==> config.mk <==
export PLATFORM = sky130hd
export DESIGN_NAME = ascon_block_loader
export DESIGN_NICKNAME = d
export VERILOG_FILES = /design/src/rtl/ascon_block_loader.sv
export SDC_FILE = /design/constraint.sdc
export NUM_CORES = 1
export LEC_CHECK = 0
export ABC_AREA = 0
export CAP_MARGIN = 20
export CORE_MARGIN = 1
export CORE_UTILIZATION = 35
export DETAILED_ROUTE_END_ITERATION = 16
export GPL_ROUTABILITY_DRIVEN = 1
export PLACE_DENSITY = 0.69
export SETUP_SLACK_MARGIN = 0.5
export SYNTH_ARGS = -nofsm -noshare
export SYNTH_HDL_FRONTEND = slang
export SYNTH_SLANG_ARGS = --single-unit
==> constraint.sdc <==
create_clock -name clock_i -period 2.8 [get_ports clock_i]
set_clock_uncertainty 0.15 [all_clocks]
set_input_delay 0.56 -clock clock_i [delete_from_list [all_inputs] [get_ports clock_i]]
set_output_delay 0.56 -clock clock_i [all_outputs]
set_load 0.005 [all_outputs]
==> src/rtl/ascon_block_loader.sv <==
// ASCON-AEAD128 input stage: packs 32-bit host words into rate blocks and presents them to the FSM.
// Optional build macro ASCON_LOADER_PAD_EN enables hardware 10* padding and the extra pad block.
module ascon_block_loader #(
  parameter int unsigned NB_WORDS = 4
) (
  input  logic                    clock_i,
  input  logic                    resetb_i,
  input  logic [31:0]             word_i,
  input  logic                    word_valid_i,
  input  logic                    word_last_i,
  input  logic [2:0]              word_bytes_i,
  input  logic                    pad_only_i,
  output logic                    word_ready_o,
  output logic [32*NB_WORDS-1:0]  block_o,
  output logic                    data_valid_o,
  output logic                    block_last_o,
  input  logic                    block_done_i
);

  localparam int unsigned CntW    = (NB_WORDS > 1) ? $clog2(NB_WORDS) : 1;
  localparam int unsigned NbBytes = 4 * NB_WORDS;

  typedef enum logic [1:0] {StFill, StPresent, StWait, StPad} state_e;

  state_e                 state_q, state_d;
  logic [CntW-1:0]        cnt_q, cnt_d;
  logic [32*NB_WORDS-1:0] block_q, block_d;
  logic                   last_q, last_d;
  logic                   pad_pend_q, pad_pend_d;

  logic [31:0]            word_masked;
  logic                   slot_full;
  int unsigned            nb;
  int unsigned            n;

  // Byte count of the incoming word and resulting message length within the block.
  always_comb begin
    nb = 4;
    if (word_last_i && (word_bytes_i inside {3'd1, 3'd2, 3'd3})) begin
      nb = 32'(word_bytes_i);
    end
    n = 32'(cnt_q) * 4 + nb;
    for (int unsigned j = 0; j < 4; j++) begin
      word_masked[8*j +: 8] = (j < nb) ? word_i[8*j +: 8] : 8'h00;
    end
  end

  assign slot_full = (32'(cnt_q) == NB_WORDS - 1);

  always_comb begin
    state_d    = state_q;
    cnt_d      = cnt_q;
    block_d    = block_q;
    last_d     = last_q;
    pad_pend_d = pad_pend_q;
    unique case (state_q)
      StFill: begin
        if (word_valid_i) begin
          for (int unsigned w = 0; w < NB_WORDS; w++) begin
            if (w == 32'(cnt_q)) block_d[32*w +: 32] = word_masked;
          end
          if (word_last_i) begin
            state_d = StPresent;
`ifdef ASCON_LOADER_PAD_EN
            if (n < NbBytes) begin
              // Pad byte lands in later (already zero) slots when the last word is full.
              for (int unsigned k = 0; k < NbBytes; k++) begin
                if (k == n) block_d[8*k +: 8] = 8'h01;
              end
              last_d = 1'b1;
            end else begin
              last_d     = 1'b0;
              pad_pend_d = 1'b1;
            end
`else
            last_d = 1'b1;
`endif
          end else if (slot_full) begin
            state_d = StPresent;
            last_d  = 1'b0;
          end else begin
            cnt_d = cnt_q + 1'b1;
          end
        end else if (pad_only_i && (cnt_q == '0)) begin
          state_d = StPad;
        end
      end
      StPresent: state_d = StWait;
      StWait: begin
        if (block_done_i) begin
          if (pad_pend_q) begin
            state_d    = StPad;
            pad_pend_d = 1'b0;
          end else begin
            state_d = StFill;
            cnt_d   = '0;
            block_d = '0;
            last_d  = 1'b0;
          end
        end
      end
      StPad: begin
        block_d = '0;
`ifdef ASCON_LOADER_PAD_EN
        block_d[7:0] = 8'h01;
`endif
        last_d  = 1'b1;
        state_d = StPresent;
      end
      default: state_d = StFill;
    endcase
  end

  always_ff @(posedge clock_i or negedge resetb_i) begin
    if (!resetb_i) begin
      state_q    <= StFill;
      cnt_q      <= '0;
      block_q    <= '0;
      last_q     <= 1'b0;
      pad_pend_q <= 1'b0;
    end else begin
      state_q    <= state_d;
      cnt_q      <= cnt_d;
      block_q    <= block_d;
      last_q     <= last_d;
      pad_pend_q <= pad_pend_d;
    end
  end

  assign word_ready_o = (state_q == StFill);
  assign data_valid_o = (state_q == StPresent);
  assign block_o      = block_q;
  assign block_last_o = last_q;

endmodule

==> results by group, run 1 <==
Synth
  • Synthesized area: between 5000 and 6000 sq um
  • Yosys reg bits: approximately 130
  • Post-Syn Instances: approximately 400
  • Synth Net Count: about 450
  • Synth warnings: 0
  • Register area share after synthesis: 57.3%
  • Synth unique cells: 30
  • Average size of a mapped cell: around 15 sq um

Place
  • Placed cell area: between 7000 and 8000 sq um
  • Final Wtd Congestion: between 0.7 and 0.8
  • Place WS: about 0.19 ns
  • I/O Buffers: ~170
  • DP Wirelength: about 11000 microns

Timing
  • Hold_ws: 0.352 ns
  • Slew @ Worst Pin: 0.993 ns
  • Final worst slack: a little over 0.4 ns
  • Unrepaired setup endpoints after global routing: true
  • Final hold viol count: 0
  • Period utilization: 85.2%
  • Min Tclk post-route: approximately 2.4 ns
  • Slew Limit Fails: 0
  • Endpoints failing setup: 0
  • Fmax: 419 MHz
  • Total Neg Setup Slack: 0 ns
  • Worst rel slew slack: between 30% and 40%

Drt
  • Vias: ~3.9k
  • Initial DRC count: approximately 150
  • DRC errors left: 0
  • Drt pass-1 iters: 4
  • Via density: 4.75
  • Wire per inst: about 18 microns
  • Total wire length: around 15000 microns
  • Post-DRT Antenna Nets: 0

Floorplan
  • Core area: about 16000 sq um
  • Initial Utilization: 36.2%
  • Die Y: around 130 microns
  • Die ar.: about 17000 sq um
  • I/O Pins: ~170
  • Die width: 131 microns
  • Cell Rows: 46

Setup path
  • WP data required: between 2 and 3 ns
  • R2R setup slack: just over 0.5 ns
  • Crit path DAT: ~2.5 ns
  • CP max FO: 8
  • Critical setup path kind: primary input to flip-flop
  • Crit start category: primary input
  • Worst setup EP type: flip-flop

GRT
  • Vias in the first global route: roughly 4.2k
  • Global-route wire length before repair: about 23000 microns
  • Total GRT Usage: about 18%
  • GRT overflow: 0
  • Initial antenna violation count: 0
  • Largest net degree at the start of global routing: 62

Finish
  • # fillers: 1333
  • Synthesis-to-finish area growth: 46.6%
  • Multi-input gate area: roughly 2200 sq um
  • Final net count: approximately 640
  • Layout cells sized above 1: between 20 and 30%
  • Antenna cells: 0
  • Most frequent cells in the layout: clkdlybuf4s50_1, dfrtp_1, mux2_2
  • Design area: between 8000 and 9000 sq um
  • Seq. cell area: approximately 3300 sq um
  • Most common cell after layout, fill and taps aside: clkdlybuf4s50_1

Clock network
  • Root Buffer: clkbuf_16
  • Total CTS buffers: 17
  • CTS tree: built
  • CTS Sinks: roughly 130
  • Worst skew pair latency: about 0.4 ns
  • Clock Path Buffers: 2
  • Clock Pin Slew Worst Setup and Hold Paths: approximately 0.05 ns
  • # H-tree levels: 4

Run
  • Max-cap viol count: 0

Outcome
  • Outcome: complete, no violations

Power
  • Total power: about 12000 uW
  • Power per cell area: about 1400 nW/um^2
  • Leak Pwr: ~0.0039 uW
  • Peak supply drop: 0.560 mV

Worst hold path
  • Hold Crit Class: flip-flop to flip-flop
==> worst paths after layout <==
kind | endpoint | depth (start not counted) | startpoint
max | block_o[113]$_DFFE_PN0P_ | 4 | word_bytes_i[1]
max reg2reg | block_o[113]$_DFFE_PN0P_ | 5 | state_q[0]$_DFFE_PN0P_
max in group asynchronous | block_o[116]$_DFFE_PN0P_ | 3 | resetb_i
min | block_o[85]$_DFFE_PN0P_ | 1 | block_o[85]$_DFFE_PN0P_
min reg2reg | block_o[85]$_DFFE_PN0P_ | 1 | block_o[85]$_DFFE_PN0P_
min in group asynchronous | block_last_o$_DFFE_PN0P_ | 2 | resetb_i
==> state kept, by name, summed over array words and instances (netlist names) <==
signal,cells
block_last_o,1
state_q,2
cnt_q,2
block_o,128
==> layout make-up <==
| class | count | area share [%] |
|---|---|---|
| sequential | 133 | 39.1 |
| multi-input combinational | 199 | 25.5 |
| timing repair buffer | 190 | 23.1 |
| clock buffer | 17 | 5.00 |
| tap | 216 | 3.18 |
| clock inverter | 15 | 2.10 |
| inverter | 46 | 2.03 |
==> metrics by stage <==
stage | instances | util (%)
2_1_floorplan | 399 | -
3_3_place_gp | 780 | 48.6
3_5_place_dp | 780 | 48.6
4_1_cts | 815 | 52.6
5_1_grt | 816 | 53.0
6_report | 816 | 53.0
==> logic make-up after synthesis <==
group / share of synthesized area (%)
simple gates: 3.30
buf+inv: 6.53
flops: 57.3
mux: 26.6
compound gates: 4.20
fa+ha+maj: 1.72
xor+xnor: 0.302
==> critical path, stage by stage <==
cell and delay [ns]:
clkdlybuf4s50_1 0.53, xor2_1 0.80, a211oi_1 0.30, mux2_2 0.33
==> what timing repair did <==
item / CTS / global route
endpoints found under the hold margin: 18 / 0
pin swaps: 1 / 1
resized for setup: 4 / 15
endpoints found under the setup margin: 35 / 104
hold buffers: 1 / 0
buffers inserted: 2 / 1
==> where the power goes <==
part	switching [uW]	total, uW	internal (uW)
combinational	2330	5930	3590
clock	857	2270	1410
sequential	528	3350	2820
==> metal layers <==
layer / track usage (%) / vias up / routed length [microns]
li1: - / 1737 / -
met1: 22.0 / 1986 / 6370
met2: 30.2 / 124 / 7410
met3: 4.32 / 26 / 734
met4: 8.18 / 0 / 365
met5: 0 / - / 0
==> cell usage after synthesis <==
cell / count / share of area, %
mux2i_1: 36 / 6.2
nor2b_4: 1 / 0.24
buf_4: 1 / 0.13
buf_1: 2 / 0.13
xnor2_1: 1 / 0.15
mux2_4: 22 / 5.7
ha_1: 8 / 1.7
clkbuf_1: 3 / 0.19
dfrtp_1: 133 / 57
nand2b_1: 1 / 0.11
or2_1: 1 / 0.11
mux2_2: 76 / 15
o211ai_1: 8 / 1.0
o21ba_2: 1 / 0.17
inv_1: 46 / 3.0
nand2_1: 5 / 0.32
a211oi_4: 4 / 1.4
a311oi_1: 1 / 0.15
a211oi_1: 9 / 1.2
xor2_1: 1 / 0.15
nor3b_1: 8 / 1.0
and4bb_1: 1 / 0.22
o21ai_0: 1 / 0.086
and2_1: 8 / 0.86
nor2b_1: 1 / 0.11
buf_6: 12 / 2.3
nor4bb_1: 1 / 0.17
buf_8: 3 / 0.78
o22ai_1: 2 / 0.22
nor2_1: 2 / 0.13
No activity file was read; power rests on OpenSTA's default activity.
==> inputs of run 2 (changes only) <==
Settings changed: ABC_CLOCK_PERIOD_IN_PS set to 2800, CTS_CLUSTER_SIZE set to 14, GPL_TIMING_DRIVEN set to 0.
==> results by group, run 2 (synthesized netlist as in run 1, its figures left out) <==
Clock network
  • Total CTS buffers: 17
  • # H-tree levels: 4
  • Clock Pin Slew Worst Setup and Hold Paths: 0.06 ns
  • Root Buffer: clkbuf_16
  • CTS Sinks: around 130
  • CTS tree: built
  • Worst skew pair latency: slightly above 0.4 ns
  • Clock Path Buffers: 2

Place
  • Placed cell count: roughly 800
  • DP Wirelength: approximately 11000 microns
  • Final Wtd Congestion: around 0.74
  • Placed cell area: ~7800 sq um
  • I/O Buffers: between 150 and 200
  • Place WS: -0.00924 ns

GRT
  • Initial antenna violation count: 0
  • Vias in the first global route: 4112
  • Global-route wire length before repair: between 20000 and 25000 microns
  • Largest net degree at the start of global routing: between 60 and 70
  • Total GRT Usage: 18.4%
  • GRT overflow: 0

Power
  • Power per cell area: around 1400 nW/um^2
  • Peak supply drop: 0.556 mV
  • Total power: approximately 12000 uW
  • Leak Pwr: between 0.003 and 0.004 uW

Floorplan
  • Cell Rows: 46
  • I/O Pins: 172
  • Die width: around 130 microns
  • Core area: about 16000 sq um
  • Die ar.: around 17000 sq um
  • Initial Utilization: 36.2%
  • Die Y: roughly 130 microns

Finish
  • # fillers: approximately 1.3k
  • Post-Layout Cell Count: 829
  • Final net count: 649
  • Layout cells sized above 1: 27.9%
  • Synthesis-to-finish area growth: 46.4%
  • Design area: between 8000 and 9000 sq um
  • Most frequent cells in the layout: clkdlybuf4s50_1, dfrtp_1, mux2_2
  • Most common cell after layout, fill and taps aside: clkdlybuf4s50_1
  • Antenna cells: 0
  • Max reg flops: 128

Timing
  • Unrepaired setup endpoints after global routing: true
  • Period utilization: around four fifths
  • Final worst slack: just under 0.6 ns
  • Hold_ws: ~0.35 ns
  • Slew @ Worst Pin: a little under 0.7 ns
  • Min Tclk post-route: around 2.2 ns
  • Fmax: about 450 MHz
  • Endpoints failing setup: 0
  • Final hold viol count: 0
  • Slew Limit Fails: 0
  • Worst rel slew slack: between 50 and 60%

Setup path
  • Worst setup EP type: flip-flop
  • Critical setup path kind: flip-flop to flip-flop
  • Crit path DAT: about 2.4 ns
  • Crit start category: flip-flop
  • WP data required: 3.01 ns
  • CP max FO: 10

Worst hold path
  • Hold Crit Class: flip-flop to flip-flop

Drt
  • Via density: approximately 4.6
  • Post-DRT Antenna Nets: 0
  • DRC errors left: 0
  • Total wire length: roughly 15000 microns
  • Drt pass-1 iters: 4
  • Vias: 3826
  • Initial DRC count: 140
  • Wire per inst: 17.9 microns

Run
  • Max-cap viol count: 0

Outcome
  • Outcome: complete, no violations
run 2: cell types whose count changed in the layout (fill, tap and decap cells not counted), moves of 3 or more:
cell        delta
nor3b_2        -3
buf_6         +11
a211oi_2       -4
a211oi_1       +4
nor3b_1        +3
clkinv_2       -3
clkinvlp_4     +5
buf_12         -7
buf_8          +3
run 2: final timing paths:
check                                   startpoint                       end  slack [ns]  cells past startpoint
setup / recovery            state_q[0]$_DFFE_PN0P_   block_o[73]$_DFFE_PN0P_        0.58                      7
hold / removal             block_o[53]$_DFFE_PN0P_   block_o[53]$_DFFE_PN0P_        0.35                      1
setup reg to reg            state_q[0]$_DFFE_PN0P_   block_o[73]$_DFFE_PN0P_        0.58                      7
hold reg to reg            block_o[53]$_DFFE_PN0P_   block_o[53]$_DFFE_PN0P_        0.35                      1
max in group asynchronous                 resetb_i  block_o[109]$_DFFE_PN0P_        1.20                      3
min in group asynchronous                 resetb_i  block_last_o$_DFFE_PN0P_        0.56                      2
run 2: cell type report:
cell class | instances | area [sq um] | area share, %
sequential | 133 | 3330 | 39.1
multi-input combinational | 199 | 2120 | 24.9
timing repair buffer | 182 | 1830 | 21.5
clock buffer | 19 | 453 | 5.33
tap | 216 | 270 | 3.18
buffer | 21 | 209 | 2.46
inverter | 46 | 173 | 2.03
clock inverter | 13 | 124 | 1.46
run 2: report_power, final:
| part | internal (uW) | total (uW) | switching, uW |
|---|---|---|---|
| Sequential | 2820 | 3310 | 488 |
| Clock | 1280 | 2150 | 872 |
| Combinational | 3670 | 6060 | 2390 |
| Total | 7770 | 11500 | 3750 |
run 2: worst max-delay path, stage by stage, from the launching register on:
cell and delay (ns):
dfrtp_1 0.41, buf_4 0.15, ha_1 0.21, or2_1 0.23, buf_6 0.15, buf_6 0.15
nor3b_1 0.45, mux2_2 0.25
run 2: routing by layer:
layer  track usage, %  share of wire (%)  vias up  wire (microns)
met5                0                  0        -               0
met4             6.69                1.3        0             192
met3             5.86                5.7       13             841
met2             29.3                 49      115            7290
met1             23.6                 44     1932            6540
li1                 -                  -     1766               -
run 2: repair_timing:
| item | CTS | global route |
|---|---|---|
| setup buffers | 2 | 7 |
| pin swaps | 3 | 4 |
| hold buffers | 1 | 0 |
| gates cloned | 0 | 0 |
| gates resized for setup | 6 | 5 |
| setup endpoints to repair | 122 | 112 |
| endpoints found under the hold margin | 5 | 0 |
run 2: per-stage QoR:
step                      utilization, %   TNS, ns
after CTS                           52.5         0
after global routing                53.0         0
after detailed placement            48.7  -0.00941
final                               53.0         0
after global placement              48.5   -534.82
after floorplan                        -         0
==> inputs of run 3 (changes only) <==
Settings changed: ABC_CLOCK_PERIOD_IN_PS 2800 to 2100.
Clock period 2.8 ns to 2.1 ns, I/O delays scaled along.
==> results by group, run 3 (synthesized netlist as in run 1, its figures left out) <==
Outcome
  • Outcome: complete, no violations

Finish
  • Final core utilization: between 50% and 60%
  • Final net count: approximately 730
  • Antenna cells: 0
  • Max reg flops: 128
  • Layout cells sized above 1: between 50 and 60%
  • Most common cell after layout, fill and taps aside: dfrtp_1
  • Synthesis-to-finish area growth: 61.4%
  • Most frequent cells in the layout: dfrtp_1, mux2_4, clkbuf_2

Setup path
  • Worst setup endpoint: block_o[41]$_DFFE_PN0P_
  • Critical-path cell list: inv_4 -> buf_6 -> ha_4 -> buf_8 -> a211oi_4 -> buf_6 -> clkbuf_16 -> mux2_2
  • Critical setup path kind: flip-flop to flip-flop
  • Crit path depth: 8
  • Reg-to-Reg Start: state_q[0]$_DFFE_PN0P_
  • Crit start category: flip-flop
  • Worst Reg-to-Reg Cells: 8
  • Worst setup EP type: flip-flop
  • CP Launch Point: state_q[0]$_DFFE_PN0P_
  • WP data required: 2.25 ns
  • Cell family with most CP delay: buffers and inverters
  • Crit-path slowest cell: dfrtp_2
  • R2R setup slack: approximately 0.029 ns
  • Crit Reg-Reg Endpoint: block_o[41]$_DFFE_PN0P_
  • Max incr delay on CP: ~0.42 ns
  • CP max FO: 7
  • Worst path bufs/invs: 5
  • Crit path DAT: roughly 2.2 ns
  • Most frequent cell on the critical path: buf_6

Run
  • Max-cap viol count: 0

GRT
  • Met3 usage: 6.39%
  • Vias in the first global route: 4310
  • Initial antenna violation count: 0
  • Global-route wire length before repair: between 20000 and 25000 microns
  • GRT overflow: 0
  • Total GRT Usage: a little under a fifth
  • Met2 usage: a little under a third
  • Busiest grt layer: met2
  • Largest net degree at the start of global routing: between 70 and 80
  • Met1 Usage GRT: roughly 23%

Clock network
  • Total CTS buffers: 17
  • Root Buffer: clkbuf_16
  • Worst skew pair latency: 0.41 ns
  • Clock Pin Slew Worst Setup and Hold Paths: around 0.050 ns
  • CTS tree: built
  • Clock Path Buffers: 2
  • # H-tree levels: 4
  • CTS Sinks: 133

Timing
  • Min Tclk post-route: ~2.1 ns
  • Fmax: a little under 500 MHz
  • Endpoints failing setup: 0
  • Unrepaired setup endpoints after global routing: true
  • Total Neg Setup Slack: 0 ns
  • Slew @ Worst Pin: 0.680 ns
  • Period utilization: 98.6%
  • Final hold viol count: 0
  • Worst rel slew slack: a little over half
  • Slew Limit Fails: 0
  • Final worst slack: between 0.02 and 0.03 ns

Drt
  • Initial DRC count: between 100 and 150
  • Total wire length: 16900 microns
  • Wire per inst: about 19 microns
  • DRC errors left: 0
  • Via density: roughly 4.6
  • Post-DRT Antenna Nets: 0
  • Drt pass-1 iters: 4
  • Vias: about 4.2k

Place
  • Final Wtd Congestion: between 0.7 and 0.8
  • Place WS: -0.579 ns
  • DP Wirelength: about 11000 microns
  • I/O Buffers: roughly 170

Floorplan
  • Die width: ~130 microns
  • Core area: 16100 sq um
  • Die ar.: roughly 17000 sq um
  • Initial Utilization: a little over a third
  • Die Y: 131 microns
  • I/O Pins: about 170
  • Cell Rows: 46

Power
  • Total power: ~18000 uW
  • Power per cell area: a little under 2000 nW/um^2
  • Peak supply drop: 0.786 mV
  • Leak Pwr: between 0.004 and 0.005 uW

Worst hold path
  • Hold Crit Class: flip-flop to flip-flop
run 3: changes by cell type in the layout (fill, tap and decap cells not counted), sizes merged:
cell,before,now
buf,29,152
bufinv,1,3
dlygate4sd2,2,0
clkinvlp,6,2
clkbuf,22,107
clkdlybuf4s15,0,9
clkdlybuf4s50,168,39
inv,49,46
clkinv,3,4
run 3: what timing repair did:
item,in CTS,in global routing
resized for setup,414,173
gates cloned,0,8
hold buffers,1,0
buffers inserted,58,25
pin swaps,8,5
setup endpoints to repair,264,252
hold endpoints to repair,61,0
run 3: worst min-delay path by stage:
stage,endpoint,start,cells past startpoint,slack [ns]
finish,block_o[38]$_DFFE_PN0P_,block_o[38]$_DFFE_PN0P_,1,0.35
global route,block_o[38]$_DFFE_PN0P_,block_o[38]$_DFFE_PN0P_,1,0.36
CTS,block_o[21]$_DFFE_PN0P_,block_o[21]$_DFFE_PN0P_,1,0.36
detailed placement,state_q[1]$_DFFE_PN0P_,resetb_i,1,0.29
global placement,block_o[20]$_DFFE_PN0P_,block_o[20]$_DFFE_PN0P_,1,0.34
floorplan,block_last_o$_DFFE_PN0P_,resetb_i,0,-0.03
run 3: routing by layer:
metal,wire length [microns],vias up
met2,8190,135
met4,370,0
li1,-,1920
met3,1040,25
met5,0,-
met1,7250,2138
run 3: final cells by class:
type	instances	area, sq um
clock inverters	9	125
well taps	216	270
repair buffers	264	2130
flip-flops and latches	133	3330
inverters	46	178
plain buffers	21	332
multi-input cells	199	2530
clock buffers	23	478
fillers	1279	6680
run 3: metrics by stage:
stage	instance area [sq um]	hold WS, ns	cells
floorplan	5860	-0.0256	399
global placement	7840	0.340	786
detailed placement	7870	0.289	787
CTS	9050	0.356	878
global route	9370	0.357	911
finish	9370	0.351	911
run 3: power breakdown:
group          leakage [uW]  switching, uW  total (uW)  internal (uW)
Sequential          0.00168            684        4450           3770
Clock              0.000293           1080        3030           1950
Combinational       0.00283           4220       11000           6790
